[src/rtl/adxl362_spi_master_pkg.sv]
// Shared constants for the ADXL362 SPI master: FSM encodings,
// accelerometer command/register codes and counter sizing helpers.
package adxl362_spi_master_pkg;

  typedef logic [2:0] spi_state_t;

  localparam spi_state_t ST_IDLE  = 3'd0;
  localparam spi_state_t ST_SETUP = 3'd1;
  localparam spi_state_t ST_SHIFT = 3'd2;
  localparam spi_state_t ST_NEXT  = 3'd3;
  localparam spi_state_t ST_HOLD  = 3'd4;
  localparam spi_state_t ST_GAP   = 3'd5;

  localparam logic [7:0] WRITE_REG = 8'h0A;
  localparam logic [7:0] READ_REG  = 8'h0B;
  localparam logic [7:0] READ_FIFO = 8'h0D;

  localparam logic [7:0] DEVID_AD  = 8'h00;
  localparam logic [7:0] XDATA_L   = 8'h0E;
  localparam logic [7:0] POWER_CTL = 8'h2D;

  localparam logic [7:0] DEVID_VAL = 8'hAD;

  function automatic int max3(input int a, input int b, input int c);
    int m;
    m = (a > b) ? a : b;
    return (m > c) ? m : c;
  endfunction

  function automatic int cnt_w(input int a, input int b, input int c);
    return $clog2(max3(a, b, c)) + 1;
  endfunction

endpackage

[src/rtl/adxl362_spi_master_if.sv]
// Byte-stream handshake between register-access logic and the
// SPI master: tx bytes in, received bytes out.
interface adxl362_spi_master_if;

  logic       tx_valid_i;
  logic [7:0] tx_data_i;
  logic       tx_last_i;
  logic       tx_ready_o;
  logic       rx_valid_o;
  logic [7:0] rx_data_o;

  modport master (
    output tx_valid_i,
    output tx_data_i,
    output tx_last_i,
    input  tx_ready_o,
    input  rx_valid_o,
    input  rx_data_o
  );

  modport slave (
    input  tx_valid_i,
    input  tx_data_i,
    input  tx_last_i,
    output tx_ready_o,
    output rx_valid_o,
    output rx_data_o
  );

endinterface

[src/rtl/spi_tick_gen.sv]
// SCK half-period counter: emits rise/fall enables every CLK_DIV
// cycles while enabled, always starting with the low phase.
module spi_tick_gen #(
  parameter int CLK_DIV = 4
) (
  input  logic clk_i,
  input  logic rst_i,
  input  logic en_i,
  output logic rise_o,
  output logic fall_o
);

  localparam int W = $clog2(CLK_DIV) + 1;

  logic [W-1:0] cnt;
  logic         phase;
  logic         term;

  assign term   = (cnt == W'(CLK_DIV - 1));
  assign rise_o = en_i & term & ~phase;
  assign fall_o = en_i & term & phase;

  always_ff @(posedge clk_i) begin
    if (rst_i || !en_i) begin
      cnt   <= '0;
      phase <= 1'b0;
    end else if (term) begin
      cnt   <= '0;
      phase <= ~phase;
    end else begin
      cnt <= cnt + 1'b1;
    end
  end

endmodule

[src/rtl/adxl362_spi_master.sv]
// SPI mode-0 master framing a byte stream under one chip-select
// assertion; every shifted byte is returned on the rx side.
module adxl362_spi_master
  import adxl362_spi_master_pkg::*;
#(
  parameter int CLK_DIV  = 4,
  parameter int CS_SETUP = 4,
  parameter int CS_IDLE  = 4
) (
  input  logic                 clk_i,
  input  logic                 rst_i,
  adxl362_spi_master_if.slave  bus,
  output logic                 busy_o,
  output logic                 done_o,
  output logic                 sck_o,
  output logic                 ncs_o,
  output logic                 mosi_o,
  input  logic                 miso_i
);

  localparam int CW = cnt_w(CLK_DIV, CS_SETUP, CS_IDLE);

  spi_state_t    state;
  logic [CW-1:0] cnt;
  logic [2:0]    bit_cnt;
  logic [7:0]    tx_sh;
  logic [7:0]    rx_sh;
  logic          last_q;
  logic          rx_valid_q;
  logic [7:0]    rx_data_q;
  logic          accept;
  logic          rise;
  logic          fall;
  logic          shifting;

  assign bus.tx_ready_o = (state == ST_IDLE) || (state == ST_NEXT);
  assign bus.rx_valid_o = rx_valid_q;
  assign bus.rx_data_o  = rx_data_q;
  assign accept   = bus.tx_valid_i & bus.tx_ready_o;
  assign busy_o   = (state != ST_IDLE);
  assign mosi_o   = tx_sh[7];
  assign shifting = (state == ST_SHIFT);

  spi_tick_gen #(
    .CLK_DIV (CLK_DIV)
  ) u_tick (
    .clk_i  (clk_i),
    .rst_i  (rst_i),
    .en_i   (shifting),
    .rise_o (rise),
    .fall_o (fall)
  );

  always_ff @(posedge clk_i) begin
    if (rst_i) begin
      state      <= ST_IDLE;
      cnt        <= '0;
      bit_cnt    <= '0;
      tx_sh      <= '0;
      rx_sh      <= '0;
      last_q     <= 1'b0;
      rx_valid_q <= 1'b0;
      rx_data_q  <= '0;
      done_o     <= 1'b0;
      ncs_o      <= 1'b1;
      sck_o      <= 1'b0;
    end else begin
      rx_valid_q <= 1'b0;
      done_o     <= 1'b0;
      case (state)
        ST_IDLE: begin
          if (accept) begin
            tx_sh   <= bus.tx_data_i;
            last_q  <= bus.tx_last_i;
            bit_cnt <= '0;
            cnt     <= '0;
            ncs_o   <= 1'b0;
            state   <= ST_SETUP;
          end
        end
        ST_SETUP: begin
          if (cnt == CW'(CS_SETUP - 1)) begin
            cnt   <= '0;
            state <= ST_SHIFT;
          end else begin
            cnt <= cnt + 1'b1;
          end
        end
        ST_SHIFT: begin
          if (rise) begin
            sck_o <= 1'b1;
            rx_sh <= {rx_sh[6:0], miso_i};
          end else if (fall) begin
            sck_o <= 1'b0;
            if (bit_cnt == 3'd7) begin
              bit_cnt    <= '0;
              rx_data_q  <= rx_sh;
              rx_valid_q <= 1'b1;
              state      <= last_q ? ST_HOLD : ST_NEXT;
            end else begin
              bit_cnt <= bit_cnt + 1'b1;
              tx_sh   <= {tx_sh[6:0], 1'b0};
            end
          end
        end
        ST_NEXT: begin
          if (accept) begin
            tx_sh   <= bus.tx_data_i;
            last_q  <= bus.tx_last_i;
            bit_cnt <= '0;
            state   <= ST_SHIFT;
          end
        end
        ST_HOLD: begin
          if (cnt == CW'(CLK_DIV - 1)) begin
            cnt   <= '0;
            ncs_o <= 1'b1;
            state <= ST_GAP;
          end else begin
            cnt <= cnt + 1'b1;
          end
        end
        ST_GAP: begin
          if (cnt == CW'(CS_IDLE - 1)) begin
            cnt    <= '0;
            tx_sh  <= '0;
            done_o <= 1'b1;
            state  <= ST_IDLE;
          end else begin
            cnt <= cnt + 1'b1;
          end
        end
        default: begin
          state <= ST_IDLE;
          ncs_o <= 1'b1;
          sck_o <= 1'b0;
        end
      endcase
    end
  end

endmodule
[src/flat_wrapper.sv]
// flat-port wrapper written by rule: the top's interface ports become plain ports
module adxl362_spi_master_flat import adxl362_spi_master_pkg::*;
#(
  parameter int CLK_DIV  = 4,
  parameter int CS_SETUP = 4,
  parameter int CS_IDLE  = 4
)
  (clk_i, rst_i, busy_o, done_o, sck_o, ncs_o, mosi_o, miso_i, bus_tx_valid_i, bus_tx_data_i, bus_tx_last_i, bus_tx_ready_o, bus_rx_valid_o, bus_rx_data_o);
  adxl362_spi_master_if bus_i ();
  input  logic clk_i;
  input  logic rst_i;
  output logic busy_o;
  output logic done_o;
  output logic sck_o;
  output logic ncs_o;
  output logic mosi_o;
  input  logic miso_i;
  input wire logic [$bits(bus_i.tx_valid_i)-1:0] bus_tx_valid_i;
  input wire logic [$bits(bus_i.tx_data_i)-1:0] bus_tx_data_i;
  input wire logic [$bits(bus_i.tx_last_i)-1:0] bus_tx_last_i;
  output wire logic [$bits(bus_i.tx_ready_o)-1:0] bus_tx_ready_o;
  output wire logic [$bits(bus_i.rx_valid_o)-1:0] bus_rx_valid_o;
  output wire logic [$bits(bus_i.rx_data_o)-1:0] bus_rx_data_o;
  assign bus_i.tx_valid_i = bus_tx_valid_i;
  assign bus_i.tx_data_i = bus_tx_data_i;
  assign bus_i.tx_last_i = bus_tx_last_i;
  assign bus_tx_ready_o = bus_i.tx_ready_o;
  assign bus_rx_valid_o = bus_i.rx_valid_o;
  assign bus_rx_data_o = bus_i.rx_data_o;
  adxl362_spi_master #(.CLK_DIV(CLK_DIV), .CS_SETUP(CS_SETUP), .CS_IDLE(CS_IDLE)) u_core (.clk_i(clk_i), .rst_i(rst_i), .bus(bus_i), .busy_o(busy_o), .done_o(done_o), .sck_o(sck_o), .ncs_o(ncs_o), .mosi_o(mosi_o), .miso_i(miso_i));
endmodule
[config.mk]
export PLATFORM = sky130hd
export DESIGN_NAME = adxl362_spi_master_flat
export DESIGN_NICKNAME = d
export VERILOG_FILES = /design/src/rtl/adxl362_spi_master_pkg.sv /design/src/rtl/adxl362_spi_master_if.sv /design/src/rtl/spi_tick_gen.sv /design/src/rtl/adxl362_spi_master.sv /design/src/flat_wrapper.sv
export SDC_FILE = /design/constraint.sdc
export NUM_CORES = 1
export LEC_CHECK = 0
export BUFFER_PORTS_ARGS = -buffer_cell sky130_fd_sc_hd__buf_2
export CAP_MARGIN = 15
export CORE_ASPECT_RATIO = 0.6
export CORE_MARGIN = 4
export CORE_UTILIZATION = 52
export CTS_BUF_LIST = sky130_fd_sc_hd__clkbuf_16
export DETAILED_ROUTE_END_ITERATION = 8
export PLACE_DENSITY = 0.83
export REMOVE_ABC_BUFFERS = 1
export SLEW_MARGIN = 20
export SYNTH_ARGS = -nofsm -noshare
export SYNTH_HDL_FRONTEND = slang
export SYNTH_SLANG_ARGS = --single-unit
[constraint.sdc]
create_clock -name clk_i -period 4.3 [get_ports clk_i]
set_input_delay 0.215 -clock clk_i [delete_from_list [all_inputs] [get_ports clk_i]]
set_output_delay 0.215 -clock clk_i [all_outputs]
set_load 0.005 [all_outputs]
# Word-level counts from Yosys, hierarchy flattened
# Cells that the tools add are included.
# Widths: inputs -> output; s select.
# word_totals
reg_bits,42
input_bits,13
output_inout_bits,15
wordCells,101
# op_classes
addsub,3
n_eq_ne,19
mux,31
bitwise,11
n_reduce_logical,24
# ops
op,n
$mux 3,14
$mux 8,5
$pmux 8 s3,1
$pmux 3 s6,1
$ne 2x1->1 const B,8
$eq 3x2->1 const B,4
$pmux 3 s2,2
$add 3x1->3 const B,3
$eq 3x3->1 const B,3
$reduce_and 2->1,4
$reduce_and 4->1,2
$reduce_and 8->1,1
$reduce_or 4->1,2
$not 1->1,7
$mux 1,6
$reduce_and 6->1,1
$reduce_bool 3->1,2
$reduce_or 2->1,3
$reduce_or 5->1,1
$and 1x1->1,4
$ne 2x2->1 const B,2
$reduce_bool 2->1,2
$eq 3x1->1 const B,1
$logic_not 3->1,1
7 further kinds,8

# Logic depth before layout (Yosys ltp)
# Gate-level depths: netlist of run 1.
# logic_depth
ltp_word,6
depth_mapped,9
ltp_nobuf,7

# Cells and area by module
# A second synthesis of run 1 with hierarchy kept.
# unflattened
hier_cells,263
hier_area_um2,2232.1
# by_module_without_submodules
mod,instances,cells_each,area_each_um2,seq_area_each_um2
adxl362_spi_master,1,247,2072.0,760.7
spi_tick_gen,1,16,160.2,80.1

# Worst setup path before layout of run 1
# OpenSTA, ideal clock, no wires.
# synth_path
kind,reg-to-reg
from,register u_core.u_tick.cnt[0]
to,register u_core.tx_sh[1]
setup_ns,0.126
t_arrival_ns,1.683
t_required_ns,4.174
slack_ns,2.491
path_stages_with_launch,10
period_less_slack_ns,1.809
cell_sequence,dfxtp_1 ha_1 ha_1 buf_4 and3_1 nor4_2 a2111oi_4 buf_6 o2111ai_1 o31ai_1
# synth_between
elab_chain_len,5
elab_cells_between_ends,7
cone_classes,eq/ne (3); bitwise (3); reduce/logical (1)
# synth_lines
element,line,text
from (decl),spi_tick_gen.sv:15,logic [W-1:0] cnt;
from (signal assigned),spi_tick_gen.sv:31,cnt <= cnt + 1'b1;
$eq 3x2->1 (*),spi_tick_gen.sv:19,assign term = (cnt == W'(CLK_DIV - 1));
$and 1x1->1 (*),"spi_tick_gen.sv:20, spi_tick_gen.sv:21",
$and 1x1->1 (on tied branches),"spi_tick_gen.sv:20, spi_tick_gen.sv:21",
$ne 2x2->1 (no line) / $ne 2x1->1 (equally long branches),-,
$reduce_and 6->1 (no line) (*),-,
to (signal assigned),adxl362_spi_master.sv:73,tx_sh <= bus.tx_data_i;
to (signal assigned),adxl362_spi_master.sv:102,"tx_sh <= {tx_sh[6:0], 1'b0};"
to (signal assigned),adxl362_spi_master.sv:108,tx_sh <= bus.tx_data_i;
to (decl),adxl362_spi_master.sv:26,logic [7:0] tx_sh;
# Every way passes the cells marked *; elsewhere a longest branch is shown, timed or not.
# A chain may end at the register's enable or synchronous reset.

# Worst setup path in the final report of run 1
# layout_path
from,register u_core.state[1]
to,register u_core.tx_sh[3]
# layout_between
elab_chain_len,5
elab_cells_between_ends,18
cone_classes,eq/ne (8); mux (1); bitwise (4); reduce/logical (5)
# layout_lines
element,line,text
from (decl),adxl362_spi_master.sv:23,spi_state_t state;
from (signal assigned),adxl362_spi_master.sv:99,state <= last_q ? ST_HOLD : ST_NEXT;
"$eq 3x2->1, or another cell as far along","adxl362_spi_master.sv:42, adxl362_spi_master.sv:70",
$and 1x1->1 / $logic_or 1x1->1 (equally long branches),"spi_tick_gen.sv:20, spi_tick_gen.sv:21, adxl362_spi_master.sv:36",
$and 1x1->1 (on tied branches),"spi_tick_gen.sv:20, adxl362_spi_master.sv:39, spi_tick_gen.sv:21",
$ne 2x2->1 (no line) / $ne 2x1->1 (equally long branches),-,
$reduce_and 6->1 (no line),-,
# Parallel ways exist; a longest one is shown, timed or not.

==> impl_metrics.tcl, run 1 <==
set metrics [dict create \
    cp_slowest_stage_delay_ns 0.74 \
    yosys.area_share.simple_pct 22.6 \
    dp_hpwl_microns 3010 \
    leakage_uw 0.00107 \
    crit_fanout 20 \
    antenna_found_initial 0 \
    rows 17 \
    vias_per_cell 5.52 \
    swShare_pct 33.0 \
    ctsHoldBuffers 0 \
    synth_top_family_by_area "simple AND/OR/NAND/NOR gates" \
    start_util_pct 56.9 \
    ctsHtreeMaxLevel 2 \
    vdd_drop_max_uv 309 \
    die_h_microns 58.4 \
    syn_inst 255 \
    drv_slew 0 \
    clock_latency_ns 0.28 \
    area_growth_pct 11.7 \
    ys_ff_latch 42 \
    async_flop_share_pct 0 \
    first_global_vias 1667 \
    worstPathArrival_ns 2.72 \
    ios 28 \
    first_pass_iters 4 \
    cts_tree "built" \
    cap_viol_max_count 0 \
    gp_congestion 0.801 \
    numCtsBuffers 5 \
    fin_tns_setup_ns 0 \
    slew_headroom_pct 43.8 \
    fillers 356 \
    ctsLongestPathBuffers 2 \
    drtAntennaViolNets 0 \
    track_usage_pct 17.6 \
    worstSetupStartpointType "flip-flop" \
    gr-total-overflow 0 \
    totalWireLength_microns 4450 \
    hold_viol_final 0 \
    netlist_area_sq_mm 0.00220 \
    finalCritPeriodShare_pct 58.7 \
    grt_pass1_wl_microns 7580 \
    end_kind "flip-flop" \
    crit_chain "buf_4 -> nor2_1 -> a21o_1 -> a2111oi_4 -> o2111ai_1 -> o31ai_1" \
    avgSynthCellArea_sq_um 8.63 \
    fin_nets 290 \
    synth_ff_type "dfxtp_1" \
    dieWidth_microns 92.0 \
    core_sq_mm 0.00387 \
    tightest_slew_ns 0.842 \
    synth_compound_area_share_pct 19.7 \
    synth_fa_ha_area_share_pct 2.84 \
    synth-xor-area-share_pct 0.398 \
    die-area_sq_mm 0.00537 \
    drt-initial-drc-count 72 \
    rsz0062_at_grt "no" \
    clk_pin_slew_ns 0.06 \
    drc 0 \
    numPortBuffers 27 \
    skew_ns 0.00302 \
    path_class "flip-flop to flip-flop" \
    internal-power_uw 874 \
    drive_gt1_share_pct 16.5 \
    n_antenna_cell 0 \
    setup-violations-final 0 \
    critical_path_required_ns 4.49 \
    clock-sinks 42 \
    slowest_stage "a2111oi_4" \
    power_frac_comb_pct 29.3 \
    clkPwrFrac_pct 32.3 \
    hold_path_class "input port to flip-flop" \
    finalPower_uw 1300 \
    p_sw_uw 431 \
    grt_max_degree 41 \
    cts.repair.resized 0 \
    status "finished, final reports clean" \
    synth_edf_count 0 \
    routed-via-count 1820 \
    fmax_mhz 396 \
    fin_crit_ns 2.53 \
    root_buffer "clkbuf_16" \
    synth.mux.area_fraction_pct 8.19 \
    post-cts-setup-buffers 0 \
    ys_types 44 \
    yosysWarnings 0 \
    ys_seq_area_share_pct 38.2 \
    seqPwrFrac_pct 38.4 \
    wl_per_cell_microns 13.5 \
    power_density_mw_per_mm2 531 \
]
critical path: cells and delay by family (launching register included):
family / cells / cell delay, ns
AO/OA/AOI/OAI: 4 / 1.29
buffers and inverters: 1 / 0.34
flip-flops: 1 / 0.68
AND/OR/NAND/NOR: 1 / 0.12
area by class of cell:
cell class                 count  area (sq um)  share of cell area (%)
tap                           57          71.3                    2.90
clock inverter                 3          41.3                    1.68
multi-input combinational    183          1180                    48.2
sequential                    42           841                    34.2
clock buffer                   5           125                    5.09
inverter                      10          37.5                    1.53
timing repair buffer          30           158                    6.42
synthesized netlist by cell type, drive strengths merged, types with 5 or more instances:
master / number / area share [%]
nor3: 11 / 2.5
a21o: 5 / 1.7
clkbuf: 9 / 1.5
a21oi: 26 / 5.9
dfxtp: 42 / 38
ha: 5 / 2.8
buf: 10 / 4.4
o21ai: 13 / 3.0
nand3: 5 / 1.1
nor2b: 7 / 2.7
mux2i: 18 / 8.2
inv: 10 / 1.7
nor2: 37 / 6.3
nor3b: 5 / 1.7
nand2: 12 / 2.0
power by group through the flow:
stage               Clock [uW]  Sequential (uW)  Combinational [uW]
finish                     421              501                 383
CTS                        429              499                 382
floorplan                    0              518                 259
detailed placement           0              507                 379
global route               447              512                 441
global placement             0              506                 372
worst paths after layout:
| path | from | end | slack (ns) | cells after the start |
|---|---|---|---|---|
| worst min-delay path | miso_i | u_core.rx_sh[0]$_SDFFE_PP0P_ | 0.17 | 3 |
| worst max-delay path | u_core.state[1]$_SDFFE_PP0P_ | u_core.tx_sh[3]$_SDFFE_PP0P_ | 1.77 | 6 |
| worst min register to register | u_core.u_tick.cnt[0]$_SDFF_PP0_ | u_core.u_tick.cnt[0]$_SDFF_PP0_ | 0.44 | 1 |
| worst max register to register | u_core.state[1]$_SDFFE_PP0P_ | u_core.tx_sh[3]$_SDFFE_PP0P_ | 1.77 | 6 |
metrics by stage:
step / instance area, sq um / setup WS (ns) / hold slack [ns] / instances / util (%)
floorplan: 2060 / 2.02 / 0.284 / 235 / -
global placement: 2290 / 1.91 / 0.424 / 322 / 59.2
detailed placement: 2290 / 1.81 / 0.428 / 322 / 59.2
CTS: 2460 / 1.80 / 0.161 / 330 / 63.5
global route: 2460 / 1.46 / 0.181 / 330 / 63.5
finish: 2460 / 1.77 / 0.167 / 330 / 63.5
cells by family after synthesis:
family,Yosys count
compound gates,64
xor+xnor,1
simple gates,95
fa+ha+maj,5
mux,18
flops,42
buf+inv,30
layout by cell type (no fill, tap or decap), types with 4 or more instances in the layout:
cell type | synthesis | final
a21oi_1 | 26 | 26
o21ai_0 | 13 | 13
nand3_1 | 5 | 5
ha_1 | 5 | 5
mux2i_1 | 18 | 18
clkbuf_16 | 0 | 5
nand2_1 | 12 | 12
dfxtp_1 | 42 | 42
inv_1 | 10 | 11
buf_2 | 2 | 27
nor2_1 | 37 | 37
nor2b_1 | 5 | 5
nor3b_1 | 5 | 5
o2111ai_1 | 4 | 4
nor3_1 | 11 | 11
a21o_1 | 5 | 5
flip-flops by register name (all words and copies together), names as in the netlist, 3 cells and up:
name,count
u_core.cnt,3
u_core.bus.rx_data_o,8
u_core.bit_cnt,3
u_core.state,3
u_core.tx_sh,8
u_core.u_tick.cnt,3
u_core.rx_sh,8
metal layers:
metal,part of all wire [%],up-vias,GRT usage (%)
met4,0.43,0,6.55
met1,51,840,23.9
met2,43,43,27.1
li1,-,933,-
met5,0,-,0
met3,5.0,4,4.73
Power figures use the tool's default switching activity.
==> run 2, diff against run 1 <==
==> constraint.sdc (replaced) <==
create_clock -name clk_i -period 2.65 [get_ports clk_i]
set_input_delay 0.1325 -clock clk_i [delete_from_list [all_inputs] [get_ports clk_i]]
set_output_delay 0.1325 -clock clk_i [all_outputs]
set_load 0.005 [all_outputs]
==> run 2 against run 1 <==
  * Die area is the same
  * Clock-buffer cell count stayed put
  * Wire length up 3.9%
  * Sequential power rose by 60%
  * Utilization up 0.32 points
  * Critical path type unchanged
  * Largest cell class unchanged
  * Highest routed layer unchanged
==> impl_metrics.tcl, run 2 (synthesis gave the netlist of run 1 again) <==
set metrics [dict create \
    status "finished, final reports clean" \
    drive_gt1_share_pct 17.6 \
    worstSetupStartpointType "flip-flop" \
    fin_tns_setup_ns 0 \
    finalCritPeriodShare_pct 78.2 \
    first_global_vias 1713 \
    drc 0 \
    cap_viol_max_count 0 \
    vdd_drop_max_uv 434 \
    dp.cells 327 \
    crit_chain "ha_1 -> ha_1 -> and3_1 -> nor4_2 -> a2111oi_4 -> buf_4 -> nor3b_1 -> a21o_1" \
    worstReg2RegEnd "u_core.tx_sh[5]$_SDFFE_PP0P_" \
    cts_tree "built" \
    min_from "miso_i" \
    start_util_pct 56.9 \
    clk_pin_slew_ns 0.06 \
    clock_latency_ns 0.28 \
    fin_nets 295 \
    fin_crit_ns 2.07 \
    ctsHtreeMaxLevel 2 \
    post-cts-setup-buffers 0 \
    skew_ns 0.00497 \
    wl_per_cell_microns 13.8 \
    end_kind "flip-flop" \
    rsz0062_at_grt "no" \
    vias_per_cell 5.54 \
    r2r-start "u_core.u_tick.cnt[0]$_SDFF_PP0_" \
    slew_headroom_pct 57.6 \
    reg2reg_depth 8 \
    drv_slew 0 \
    die-area_sq_mm 0.00537 \
    cts.repair.resized 0 \
    root_buffer "clkbuf_16" \
    whs_ns 0.0836 \
    setup-violations-final 0 \
    ff2ff_setup_slack_ns 0.58 \
    slowest_stage "nor4_2" \
    area_growth_pct 12.2 \
    totalWireLength_microns 4630 \
    drt-initial-drc-count 112 \
    core_sq_mm 0.00387 \
    tightest_slew_ns 0.635 \
    cp_slowest_stage_delay_ns 0.35 \
    numCtsBuffers 5 \
    grt_max_degree 25 \
    first_pass_iters 4 \
    leakage_uw 0.00108 \
    ctsLongestPathBuffers 2 \
    layout_common_cells "42 x dfxtp_1, 37 x nor2_1, 27 x buf_2" \
    track_usage_pct 18.3 \
    hold_path_class "input port to flip-flop" \
    critical_path_required_ns 2.88 \
    worstPathArrival_ns 2.30 \
    gr-total-overflow 0 \
    hold_path_end "u_core.rx_sh[0]$_SDFFE_PP0P_" \
    antenna_found_initial 0 \
    path_common_cell "ha_1" \
    numPortBuffers 27 \
    power_density_mw_per_mm2 836 \
    die_h_microns 58.4 \
    rows 17 \
    path_class "flip-flop to flip-flop" \
    clock-sinks 42 \
    hold_depth 3 \
    dieWidth_microns 92.0 \
    hold_viol_final 0 \
    dp_hpwl_microns 3300 \
    fmax_mhz 483 \
    gp_congestion 0.866 \
    grt_pass1_wl_microns 7920 \
    crit_fanout 16 \
    ios 28 \
    ctsHoldBuffers 0 \
    routed-via-count 1855 \
    stdcell_count 335 \
    drtAntennaViolNets 0 \
    final_common_cell "dfxtp_1" \
    n_antenna_cell 0 \
]
run 2: cell count changes in the layout (fill, tap and decap cells not counted):
cell and change:
inv_6 +1, buf_4 +5, clkinvlp_4 -1, bufinv_16 -1
clkinv_1 +1
run 2: per-stage QoR:
step / setup slack [ns] / power (uW) / area [sq um] / utilization (%)
6_report: 0.578 / 2060 / 2470 / 63.8
5_1_grt: 0.426 / 2200 / 2470 / 63.8
4_1_cts: 0.572 / 2070 / 2470 / 63.8
3_5_place_dp: 0.605 / 1480 / 2330 / 60.1
3_3_place_gp: 0.720 / 1450 / 2330 / 60.1
2_1_floorplan: 0.369 / 1260 / 2060 / -
run 2: routing by layer:
| layer | share of wire [%] | wire length (microns) | vias up | GRT usage, % |
|---|---|---|---|---|
| li1 | - | - | 945 | - |
| met1 | 51 | 2350 | 859 | 26.0 |
| met2 | 43 | 1980 | 45 | 27.0 |
| met3 | 5.3 | 243 | 6 | 4.98 |
| met4 | 1.1 | 50 | 0 | 6.13 |
| met5 | 0 | 0 | - | 0 |
run 2: cell type report:
cell class                      count  area, sq um
Clock buffer                        5          125
Multi-Input combinational cell    183         1180
Sequential cell                    42          841
Fill cell                         345         1400
Inverter                           10         37.5
Tap cell                           57         71.3
Clock inverter                      3         16.3
Timing Repair Buffer               35          195
run 2: power breakdown:
part | internal, uW | switching (uW) | total, uW
clock network | 345 | 240 | 586
logic | 289 | 389 | 679
registers | 713 | 86.7 | 800
run 2: critical path: cells and delay by family (launching register included):
kind | cells | cell delay [ns]
compound gates | 2 | 0.18
buf+inv | 1 | 0.23
simple gates | 3 | 0.82
flops | 1 | 0.31
fa+ha+maj | 2 | 0.46
run 2: worst max path at each step:
| stage | from | endpoint |
|---|---|---|
| after floorplan | u_core.state[1]$_SDFFE_PP0P_ | u_core.tx_sh[5]$_SDFFE_PP0P_ |
| after global placement | u_core.u_tick.cnt[0]$_SDFF_PP0_ | u_core.rx_sh[6]$_SDFFE_PP0P_ |
| after detailed placement | u_core.u_tick.cnt[0]$_SDFF_PP0_ | u_core.tx_sh[4]$_SDFFE_PP0P_ |
| after CTS | u_core.u_tick.cnt[0]$_SDFF_PP0_ | u_core.tx_sh[5]$_SDFFE_PP0P_ |
| after global routing | u_core.u_tick.cnt[0]$_SDFF_PP0_ | u_core.tx_sh[5]$_SDFFE_PP0P_ |
| final | u_core.u_tick.cnt[0]$_SDFF_PP0_ | u_core.tx_sh[5]$_SDFFE_PP0P_ |
==> run 3, diff against run 2 <==
--- a/config.mk
+++ b/config.mk
@@ -12,7 +12,7 @@
 export CORE_UTILIZATION = 52
 export CTS_BUF_LIST = sky130_fd_sc_hd__clkbuf_16
 export DETAILED_ROUTE_END_ITERATION = 8
-export PLACE_DENSITY = 0.83
+export PLACE_DENSITY = 0.86
 export REMOVE_ABC_BUFFERS = 1
 export SLEW_MARGIN = 20
 export SYNTH_ARGS = -nofsm -noshare
==> constraint.sdc (replaced) <==
create_clock -name clk_i -period 1.8 [get_ports clk_i]
set_input_delay 0.09 -clock clk_i [delete_from_list [all_inputs] [get_ports clk_i]]
set_output_delay 0.09 -clock clk_i [all_outputs]
set_load 0.005 [all_outputs]
==> run 3 against run 2 <==
  * Clock power rose by 55%
  * Final cell count increased by 7.5%
  * Die area unchanged
  * Flip-flop and latch count stayed put
  * Design area rose by 15%
  * Sequential share of layout area decreased by 4.1 points
  * Sequential power rose by 45%
==> impl_metrics.tcl, run 3 (synthesis gave the netlist of run 1 again) <==
set metrics [dict create \
    path_class "flip-flop to flip-flop" \
    p_sw_uw 1230 \
    grt_pass1_wl_microns 8550 \
    worstSetupStartpointType "flip-flop" \
    rsz0062_at_grt "yes" \
    core_sq_mm 0.00387 \
    slowest_stage "a2111oi_4" \
    gp_congestion 0.869 \
    totalWireLength_microns 5330 \
    crit_fanout 8 \
    final_common_cell "dfxtp_1" \
    cp_slowest_stage_delay_ns 0.40 \
    crit_chain "ha_2 -> ha_2 -> a21oi_2 -> nor2_2 -> a2111oi_4 -> buf_6 -> nor3b_2 -> a21o_1" \
    drt-initial-drc-count 91 \
    vdd_drop_max_uv 689 \
    finalCritPeriodShare_pct 98.6 \
    ios 28 \
    layout_common_cells "37 x dfxtp_1, 36 x nor2_1, 27 x buf_2, 27 x buf_4, 23 x a21oi_1" \
    tightest_slew_ns 0.381 \
    finish.utilization_pct 73.3 \
    hold_viol_final 0 \
    status "finished, final reports clean" \
    fin_nets 320 \
    cts_tree "built" \
    end_kind "flip-flop" \
    skew_ns 0.00803 \
    gr-total-overflow 0 \
    worstPathArrival_ns 1.96 \
    grt_max_degree 35 \
    finalPower_uw 3490 \
    root_buffer "clkbuf_16" \
    path_common_cell "ha_2" \
    seqPwrFrac_pct 33.3 \
    die_h_microns 58.4 \
    die-area_sq_mm 0.00537 \
    ctsLongestPathBuffers 2 \
    area_growth_pct 28.9 \
    start_util_pct 56.9 \
    critical_path_required_ns 1.98 \
    drv_slew 0 \
    dp_hpwl_microns 3440 \
    power_frac_comb_pct 40.7 \
    antenna_found_initial 0 \
    drtAntennaViolNets 0 \
    first_global_vias 1842 \
    drive_gt1_share_pct 33.0 \
    fin_crit_ns 1.77 \
    internal-power_uw 2260 \
    n_antenna_cell 0 \
    wl_per_cell_microns 14.8 \
    cap_viol_max_count 0 \
    fmax_mhz 563 \
    clock_latency_ns 0.29 \
    ctsHtreeMaxLevel 2 \
    clk_pin_slew_ns 0.06 \
    slew_headroom_pct 74.3 \
    drc 0 \
    numCtsBuffers 5 \
    swShare_pct 35.3 \
    numPortBuffers 27 \
    clock-sinks 42 \
    rows 17 \
    clkPwrFrac_pct 26.0 \
    hold_path_class "input port to flip-flop" \
    leakage_uw 0.00123 \
    dieWidth_microns 92.0 \
    track_usage_pct 20.2 \
    setup-violations-final 0 \
    power_density_mw_per_mm2 1230 \
    first_pass_iters 4 \
    routed-via-count 2026 \
    vias_per_cell 5.63 \
]
==> run 3: power by group through the flow <==
| stage | registers (uW) | clock network, uW | logic, uW |
|---|---|---|---|
| final | 1160 | 909 | 1420 |
| after global routing | 1170 | 957 | 1560 |
| after CTS | 1140 | 923 | 1150 |
| after detailed placement | 1160 | 0 | 1120 |
| after global placement | 1150 | 0 | 1080 |
| after floorplan | 1240 | 0 | 618 |
==> run 3: stage by stage <==
| stage | std cells | instance area [sq um] | hold slack (ns) | setup TNS, ns | worst slack, ns |
|---|---|---|---|---|---|
| floorplan | 235 | 2060 | 0.159 | -11.35 | -0.481 |
| global placement | 341 | 2460 | 0.321 | 0 | 0.0111 |
| detailed placement | 341 | 2460 | 0.330 | -0.341 | -0.0558 |
| CTS | 351 | 2650 | 0.0330 | 0 | 0.00431 |
| global route | 360 | 2840 | 0.0569 | -0.355 | -0.0618 |
| finish | 360 | 2840 | 0.0317 | 0 | 0.0250 |
==> run 3: path summary, 6_finish.rpt <==
check / startpoint / end / slack, ns / cells after the start
worst min register to register: u_core.u_tick.cnt[0]$_SDFF_PP0_ / u_core.u_tick.cnt[0]$_SDFF_PP0_ / 0.44 / 1
worst max-delay path: u_core.bit_cnt[0]$_SDFFE_PP0P_ / u_core.tx_sh[7]$_SDFFE_PP0P_ / 0.03 / 8
worst max register to register: u_core.bit_cnt[0]$_SDFFE_PP0P_ / u_core.tx_sh[7]$_SDFFE_PP0P_ / 0.03 / 8
worst min-delay path: bus_tx_last_i / u_core.last_q$_SDFFE_PP0P_ / 0.03 / 3
==> run 3: routing by layer <==
layer	part of all wire [%]	global-route usage (%)	vias up
li1	-	-	997
met1	45	27.1	936
met2	46	30.6	74
met3	5.7	4.85	19
met4	3.3	10.1	0
met5	0	0	-
==> run 3: what timing repair did <==
action                                  in CTS  in global routing
pin swaps                                    1                 11
resized for setup                            7                 29
hold endpoints to repair                     0                  0
hold buffers                                 0                  0
endpoints found under the setup margin      11                 19
setup buffers                                2                  9
==> run 3: final cells by class <==
type	instances	area [sq um]
Sequential cell	42	850
Timing Repair Buffer	60	430
Tap cell	57	71.3
Clock buffer	5	125
Inverter	10	37.5
Multi-Input combinational cell	183	1300
Clock inverter	3	25.0
Fill cell	308	1030
==> run 3: critical path, delay by kind of cell, from the launching register on <==
family | cells | cell delay (ns)
adder cells (fa/ha/maj) | 2 | 0.36
AND/OR/NAND/NOR | 2 | 0.11
flip-flops | 1 | 0.32
buffers and inverters | 1 | 0.20
AO/OA/AOI/OAI | 3 | 0.70
